$ cat src/rtl/bitbakery_tx_arbiter.sv
// Round-robin arbiter sharing one serial transmitter among four word producers.
// Latches the winning word, pulses the transmitter start, waits for done or timeout, then idles for GAP cycles.
module bitbakery_tx_arbiter #(
    parameter int GAP     = 16,
    parameter int TIMEOUT = 100000,
    parameter int N       = 32
) (
    input  logic       clock,
    input  logic       reset_in,
    input  logic [3:0] req,
    input  logic [7:0] D0,
    input  logic [7:0] D1,
    input  logic [7:0] D2,
    input  logic [7:0] D3,
    input  logic       tx_pronto,
    input  logic       clear_erro,
    output logic [3:0] grant,
    output logic       tx_partida,
    output logic [7:0] tx_dados,
    output logic       busy,
    output logic       erro,
    output logic [2:0] db_estado
);

    typedef enum logic [2:0] {
        S_IDLE  = 3'b000,
        S_START = 3'b001,
        S_WAIT  = 3'b010,
        S_GAP   = 3'b011
    } state_t;

    localparam logic [N-1:0] TIMEOUT_LAST = N'(TIMEOUT - 1);
    localparam logic [N-1:0] GAP_LAST     = N'((GAP > 0) ? GAP - 1 : 0);

    state_t         state_reg, state_next;
    logic [N-1:0]   count_reg, count_next;
    logic [1:0]     last_reg, last_next;
    logic [3:0]     grant_reg, grant_next;
    logic [7:0]     data_reg, data_next;
    logic           erro_reg, erro_next;

    logic [7:0]     words [4];
    logic [1:0]     rot_idx [4];
    logic [3:0]     rot_req;
    logic [1:0]     win_idx;

    assign words[0] = D0;
    assign words[1] = D1;
    assign words[2] = D2;
    assign words[3] = D3;

    // Requests viewed in priority order starting just after the last winner.
    generate
        for (genvar gi = 0; gi < 4; gi++) begin : g_rotate
            assign rot_idx[gi] = last_reg + 2'(gi + 1);
            assign rot_req[gi] = req[rot_idx[gi]];
        end
    endgenerate

    always_comb begin
        win_idx = rot_idx[0];
        for (int k = 3; k >= 0; k--) begin
            if (rot_req[k]) win_idx = rot_idx[k];
        end
    end

    always_ff @(posedge clock or negedge reset_in) begin
        if (!reset_in) begin
            state_reg <= S_IDLE;
            count_reg <= '0;
            last_reg  <= 2'd3;
            grant_reg <= 4'b0000;
            data_reg  <= 8'h00;
            erro_reg  <= 1'b0;
        end else begin
            state_reg <= state_next;
            count_reg <= count_next;
            last_reg  <= last_next;
            grant_reg <= grant_next;
            data_reg  <= data_next;
            erro_reg  <= erro_next;
        end
    end

    always_comb begin
        state_next = state_reg;
        count_next = count_reg;
        last_next  = last_reg;
        grant_next = 4'b0000;
        data_next  = data_reg;
        erro_next  = erro_reg;
        if (clear_erro) erro_next = 1'b0;

        case (state_reg)
            S_IDLE: begin
                if (|req) begin
                    state_next = S_START;
                    data_next  = words[win_idx];
                    grant_next = 4'b0001 << win_idx;
                    last_next  = win_idx;
                end
            end
            S_START: begin
                state_next = S_WAIT;
                count_next = '0;
            end
            S_WAIT: begin
                if (tx_pronto || count_reg == TIMEOUT_LAST) begin
                    // A timeout set takes precedence over a simultaneous clear.
                    if (!tx_pronto) erro_next = 1'b1;
                    state_next = (GAP == 0) ? S_IDLE : S_GAP;
                    count_next = '0;
                end else begin
                    count_next = count_reg + 1'b1;
                end
            end
            S_GAP: begin
                if (count_reg == GAP_LAST) begin
                    state_next = S_IDLE;
                    count_next = '0;
                end else begin
                    count_next = count_reg + 1'b1;
                end
            end
            default: begin
                state_next = S_IDLE;
                count_next = '0;
            end
        endcase
    end

    assign grant      = grant_reg;
    assign tx_partida = (state_reg == S_START);
    assign tx_dados   = data_reg;
    assign busy       = (state_reg != S_IDLE);
    assign erro       = erro_reg;
    assign db_estado  = state_reg;

endmodule

$ cat config.mk
export PLATFORM = sky130hd
export DESIGN_NAME = bitbakery_tx_arbiter
export DESIGN_NICKNAME = d
export VERILOG_FILES = /design/src/rtl/bitbakery_tx_arbiter.sv
export SDC_FILE = /design/constraint.sdc
export NUM_CORES = 1
export LEC_CHECK = 0
export CORE_ASPECT_RATIO = 2
export CORE_MARGIN = 1
export CORE_UTILIZATION = 45
export DETAILED_ROUTE_END_ITERATION = 8
export PLACE_DENSITY = 0.78
export SLEW_MARGIN = 0
export SYNTH_ARGS = -nofsm -noshare
export SYNTH_HDL_FRONTEND = slang
export SYNTH_SLANG_ARGS = --single-unit
$ cat constraint.sdc
create_clock -name clock -period 4.5 [get_ports clock]
set_input_delay 0.9 -clock clock [delete_from_list [all_inputs] [get_ports clock]]
set_output_delay 0.9 -clock clock [all_outputs]
set_load 0.05 [all_outputs]
## After elaboration in Yosys (flattened, before gate mapping)

Cells that the tools add are included.

| storage, ports and cells | value |
|---|---|
| register bits after elaboration | 50 |
| bits of input ports | 40 |
| output and inout port bits | 18 |

| operators by class | value |
|---|---|
| bitwise gates (word level) | 1 |
| equality and inequality tests | 8 |
| magnitude comparators | 5 |
| add/subtract/negate cells | 4 |
| reductions and logical operators | 6 |
| shift-type cells | 1 |
| multiplexer cells | 28 |

Operators with widths:

| cell | number |
|---|---|
| 32-bit case mux with 3 select lines | 1 |
| 32-bit two-way mux | 2 |
| 32-bit by 1-bit adder with 32-bit output (second input constant) | 1 |
| 32-bit by 17-bit equality test with 1-bit output (second input constant) | 1 |
| 32-bit by 4-bit equality test with 1-bit output (second input constant) | 1 |
| 8-bit binary-select mux with 2-bit select | 1 |
| 8-bit two-way mux | 2 |
| 2-bit by 3-bit less-than comparator with 1-bit output (second input constant) | 4 |
| 3-bit case mux with 4 select lines | 1 |
| 3-bit two-way mux | 3 |
| 1-bit binary-select mux with 2-bit select | 4 |
| 1-bit two-way mux | 8 |
| 2-bit two-way mux | 4 |
| 4-bit two-way mux | 2 |
| 3-bit by 2-bit equality test with 1-bit output (second input constant) | 2 |
| 2-bit inequality test (second input constant) | 3 |
| 2-bit adder (second input constant) | 2 |
| 4-bit OR reduction | 1 |
| 1-bit by 2-bit << shifter with 4-bit output (first input constant) | 1 |
| 3-bit by 1-bit equality test with 1-bit output (second input constant) | 1 |
| 3-bit greater-or-equal comparator (second input constant) | 1 |
| 3-bit logical NOT | 1 |
| 2-bit NOT with 3-bit output | 1 |
| 3-bit AND reduction | 1 |
| other kinds (4) | 4 |

## Longest topological paths before layout

| logic depth | value |
|---|---|
| depth in word-level cells | 10 |
| mapped depth | 9 |

## Worst setup path after synthesis

No wires, ideal clock.

| timing | value |
|---|---|
| path kind | register to register |
| start | reg state_reg[0], in the netlist db_estado[0] |
| end | reg count_reg[12] |
| data required time | 4,432 ps |
| period minus slack after synthesis | 2,406 ps |
| setup time | 68 ps |
| cell stages (with the launch flop) | 9 |
| data arrival time | 2,338 ps |
| setup slack | 2,094 ps |
| path buffers | 1 |
| cell sequence | dfrtp_1 > inv_1 > ha_1 > inv_1 > o311a_1 > nor2_4 > buf_2 > or3_1 > nand3_1 |

| on the way | value |
|---|---|
| longest elaborated chain between the ends | 2 |

RTL lines:

| element | line | source |
|---|---|---|
| start: declaration | 35 | `state_t state_reg, state_next;` |
| start signal: assignment | 76 | `state_reg <= state_next;` |
| 3-bit by 2-bit equality test with 1-bit output or 3-bit logical NOT (tied branches) | 94 | `case (state_reg)` |
| 32-bit case mux with 3 select lines | 94 |  |
| end signal: assignment | 77 | `count_reg <= count_next;` |
| end: declaration | 36 | `logic [N-1:0] count_reg, count_next;` |

Several ways; a longest one is shown, not always the timed one.
A chain may end at the register's enable or synchronous reset.

## Worst setup path after layout

| timing | value |
|---|---|
| start | reg state_reg[0], in the netlist db_estado[0] |
| end | out busy |

| on the way | value |
|---|---|
| longest elaborated chain between the ends | 1 |

RTL lines:

| element | line | source |
|---|---|---|
| 3-bit nonzero test | 135 | `assign busy = (state_reg != S_IDLE);` |
| end: declaration | 20 | `output logic busy,` |

Every way passes these cells.

==> impl_results.md <==
- Outcome: finished clean
- Starting Density: 46.4%
- Setup-failing EPs final: 0
- Worst hold stages: 2
- Max-Cap Viols: 0
- Largest net degree at the start of global routing: 50
- RSZ-0062 raised after global routing: false
- Setup bufs post-CTS: 0
- Slowest library cell on the worst path: clkdlybuf4s50_1
- WHS Endpoint: tx_dados[4]
- Peak VDD IR: 0.337 mV
- Cell mode on critical path: inv_1
- Sequential cell area fraction in the yosys report: 42.0%
- Crit path launch type: flop
- Largest area contributor in the netlist: dfrtp_1
- Core area: 0.00631 mm²
- CP Max Fanout: 41
- Wire per inst: 17.3 µm
- Slew @ Worst Pin: 0.951 ns
- Worst R2R Setup Slack: 1.85 ns
- Setup TNS: 0 ns
- Ant diodes: 0
- Post-synth EDFFs: 0
- Worst path max stage delay: 0.73 ns
- Worst R2R End: count_reg[31]
- Required time worst endpoint: 3.60 ns
- Asr flop ratio synth: 100%
- Fraction of layout instances using a drive strength above 1: 7.20%
- Global-route usage over all layers: 24.4%
- Port Buffers: 56
- Worst skew pair latency: 0.29 ns
- Cells on worst reg2reg path: 8
- Post-Syn Area: 0.00293 mm²
- Tcrit/Tclk final: 69.3%
- Die H: 116 µm
- Ys flop type: dfrtp_1
- Critical path class: reg2out
- Cells after Synth: 323
- Fmax: 321 MHz
- Crit path DAT: 2.22 ns
- CP Cell Sequence: inv_1 -> ha_1 -> buf_4 -> inv_1 -> clkdlybuf4s50_1
- FF+latch count, synth: 49
- Highest Signal Layer: met4
- Vias in the first global route: 2694
- Share of Yosys cell area claimed by the top area cell type: 40.2%
- DP Wirelength: 5830 µm
- Area growth from synthesis to layout: 27.2%
- Leak: 1.52 nW
- Ports: 58
- DRT iter0 DRCs: 178
- Ranking of synthesized cells by area: dfrtp_1 40%, mux2i_1 7.2%, nand2_1 6.7%
- Met2 routed WL: 4500 µm
- Ys Warns: 0
- Clk slew on worst S/H paths: 0.07 ns
- Hold Path Class: reg2reg
- Total die area: 0.00685 mm²
- Num CTS Buffers: 5
- Commonest non-fill, non-tap cell in the layout: clkdlybuf4s50_1
- Clock Tree Buf Depth: 2
- Routed wire length on met3: 398 µm
- Metal-1 WL: 2880 µm
- Setup crit end kind: output port
- DR DRC count: 0
- Most frequent cells in the layout: 55 x clkdlybuf4s50_1, 52 x nand2_1, 47 x dfrtp_1
- CTS sink cnt: 49
- Hold_sp: tx_dados[4]
- Syn_nets: 368
- Via density: 5.97
- Min cycle time layout: 3.12 ns
- Fin. max-slew vios: 0
- Cell variety after synth: 51
- Post-Layout Cell Count: 461
- Global placer's final weighted congestion: 0.836
- Max reg flops: 32
- Final Hold Viols: 0
- First-pass GRT wire length: 12600 µm
- Die X: 59.0 µm
- Power density cells: 536 mW/mm²
- Overflow left after global routing: 0
- Layout net count: 419
- Detailed Route WL: 7980 µm
- Resize count post-CTS: 0
- CTS Root Buffer Type: clkbuf_16
- Row count: 41
- Final Skew: 0.00369 ns
- Vias: 2753
- Drt first pass iters: 5
- Slew margin rel.: 36.6%
- Beginning of the worst register-to-register path: count_reg[0]
- Initial antenna violation count: 0
- H-tree level count: 2
- Hold-fix buffers, CTS: 0
- Syn_area_per_cell: 9.06 µm²
- CTS tree: done
- Placed Cells incl. Taps: 453
- Antenna Violating Nets Remaining: 0
critical path, delay by kind of cell (launching register included):
kind | cells | cell delay [ns]
fa+ha+maj | 1 | 0.15
flops | 1 | 0.41
buf+inv | 4 | 1.35
worst max-delay path by stage:
stage	endpoint	from	depth (start not counted)	slack, ns
2_1_floorplan	count_reg[12]	db_estado[0]	8	2.09
3_5_place_dp	tx_dados[4]	req[3]	7	1.57
5_1_grt	busy	db_estado[0]	5	1.23
4_1_cts	busy	db_estado[0]	5	1.37
3_3_place_gp	count_reg[26]	tx_pronto	5	1.59
6_report	busy	db_estado[0]	5	1.38
report_power, final:
group / switching, mW / internal, mW
Clock: 0.169 / 0.278
Sequential: 0.0555 / 0.521
Combinational: 0.644 / 0.329
cells in the mapped netlist (2+ instances only):
library cell / count
dfstp_2: 2
clkbuf_1: 7
nor2_1: 10
ha_1: 5
o31a_1: 2
o21ai_0: 13
nand2b_1: 4
o31ai_1: 3
and2_1: 5
a31oi_1: 2
mux2i_1: 21
a21oi_1: 7
nand4_1: 8
and3_1: 7
buf_2: 7
or2_2: 4
or3_1: 6
or4_1: 2
nor4_1: 8
o22ai_1: 4
nand3_1: 31
inv_1: 16
nor3_1: 3
dfrtp_1: 47
o311ai_0: 15
o221ai_1: 8
nand2_1: 52
per-layer routing:
metal,up-vias,track usage [%]
met5,-,0
met4,0,10.0
met2,87,47.5
met3,14,4.46
li1,1308,-
met1,1344,23.9
per-stage QoR:
stage	setup slack, ns	hold WS, ns	area, µm²	total power [mW]	utilization (%)
3_3_place_gp	1.59	0.469	3550	1.54	56.2
2_1_floorplan	2.09	0.474	2930	1.27	-
5_1_grt	1.23	0.516	3720	2.10	59.0
6_report	1.38	0.492	3720	2.00	59.0
4_1_cts	1.37	0.493	3720	2.01	59.0
3_5_place_dp	1.57	0.477	3550	1.56	56.2
area by class of cell:
cell class              instances  area, µm²
well taps                      86        108
repair buffers                 60        586
clock inverters                 2       37.5
fillers                       560       2590
flip-flops and latches         49       1230
multi-input cells             242       1570
inverters                      16       60.1
clock buffers                   6        139
cells by family after synthesis:
kind of cell    Yosys count  synth area share [%]
xor+xnor                  1                 0.299
other cells               1                 0.128
simple gates            149                  27.1
fa+ha+maj                 5                  2.14
mux                      22                  7.70
compound gates           64                  16.1
flops                    49                  42.0
buf+inv                  32                  4.53
Note: power is estimated with default switching activity, not from simulation.
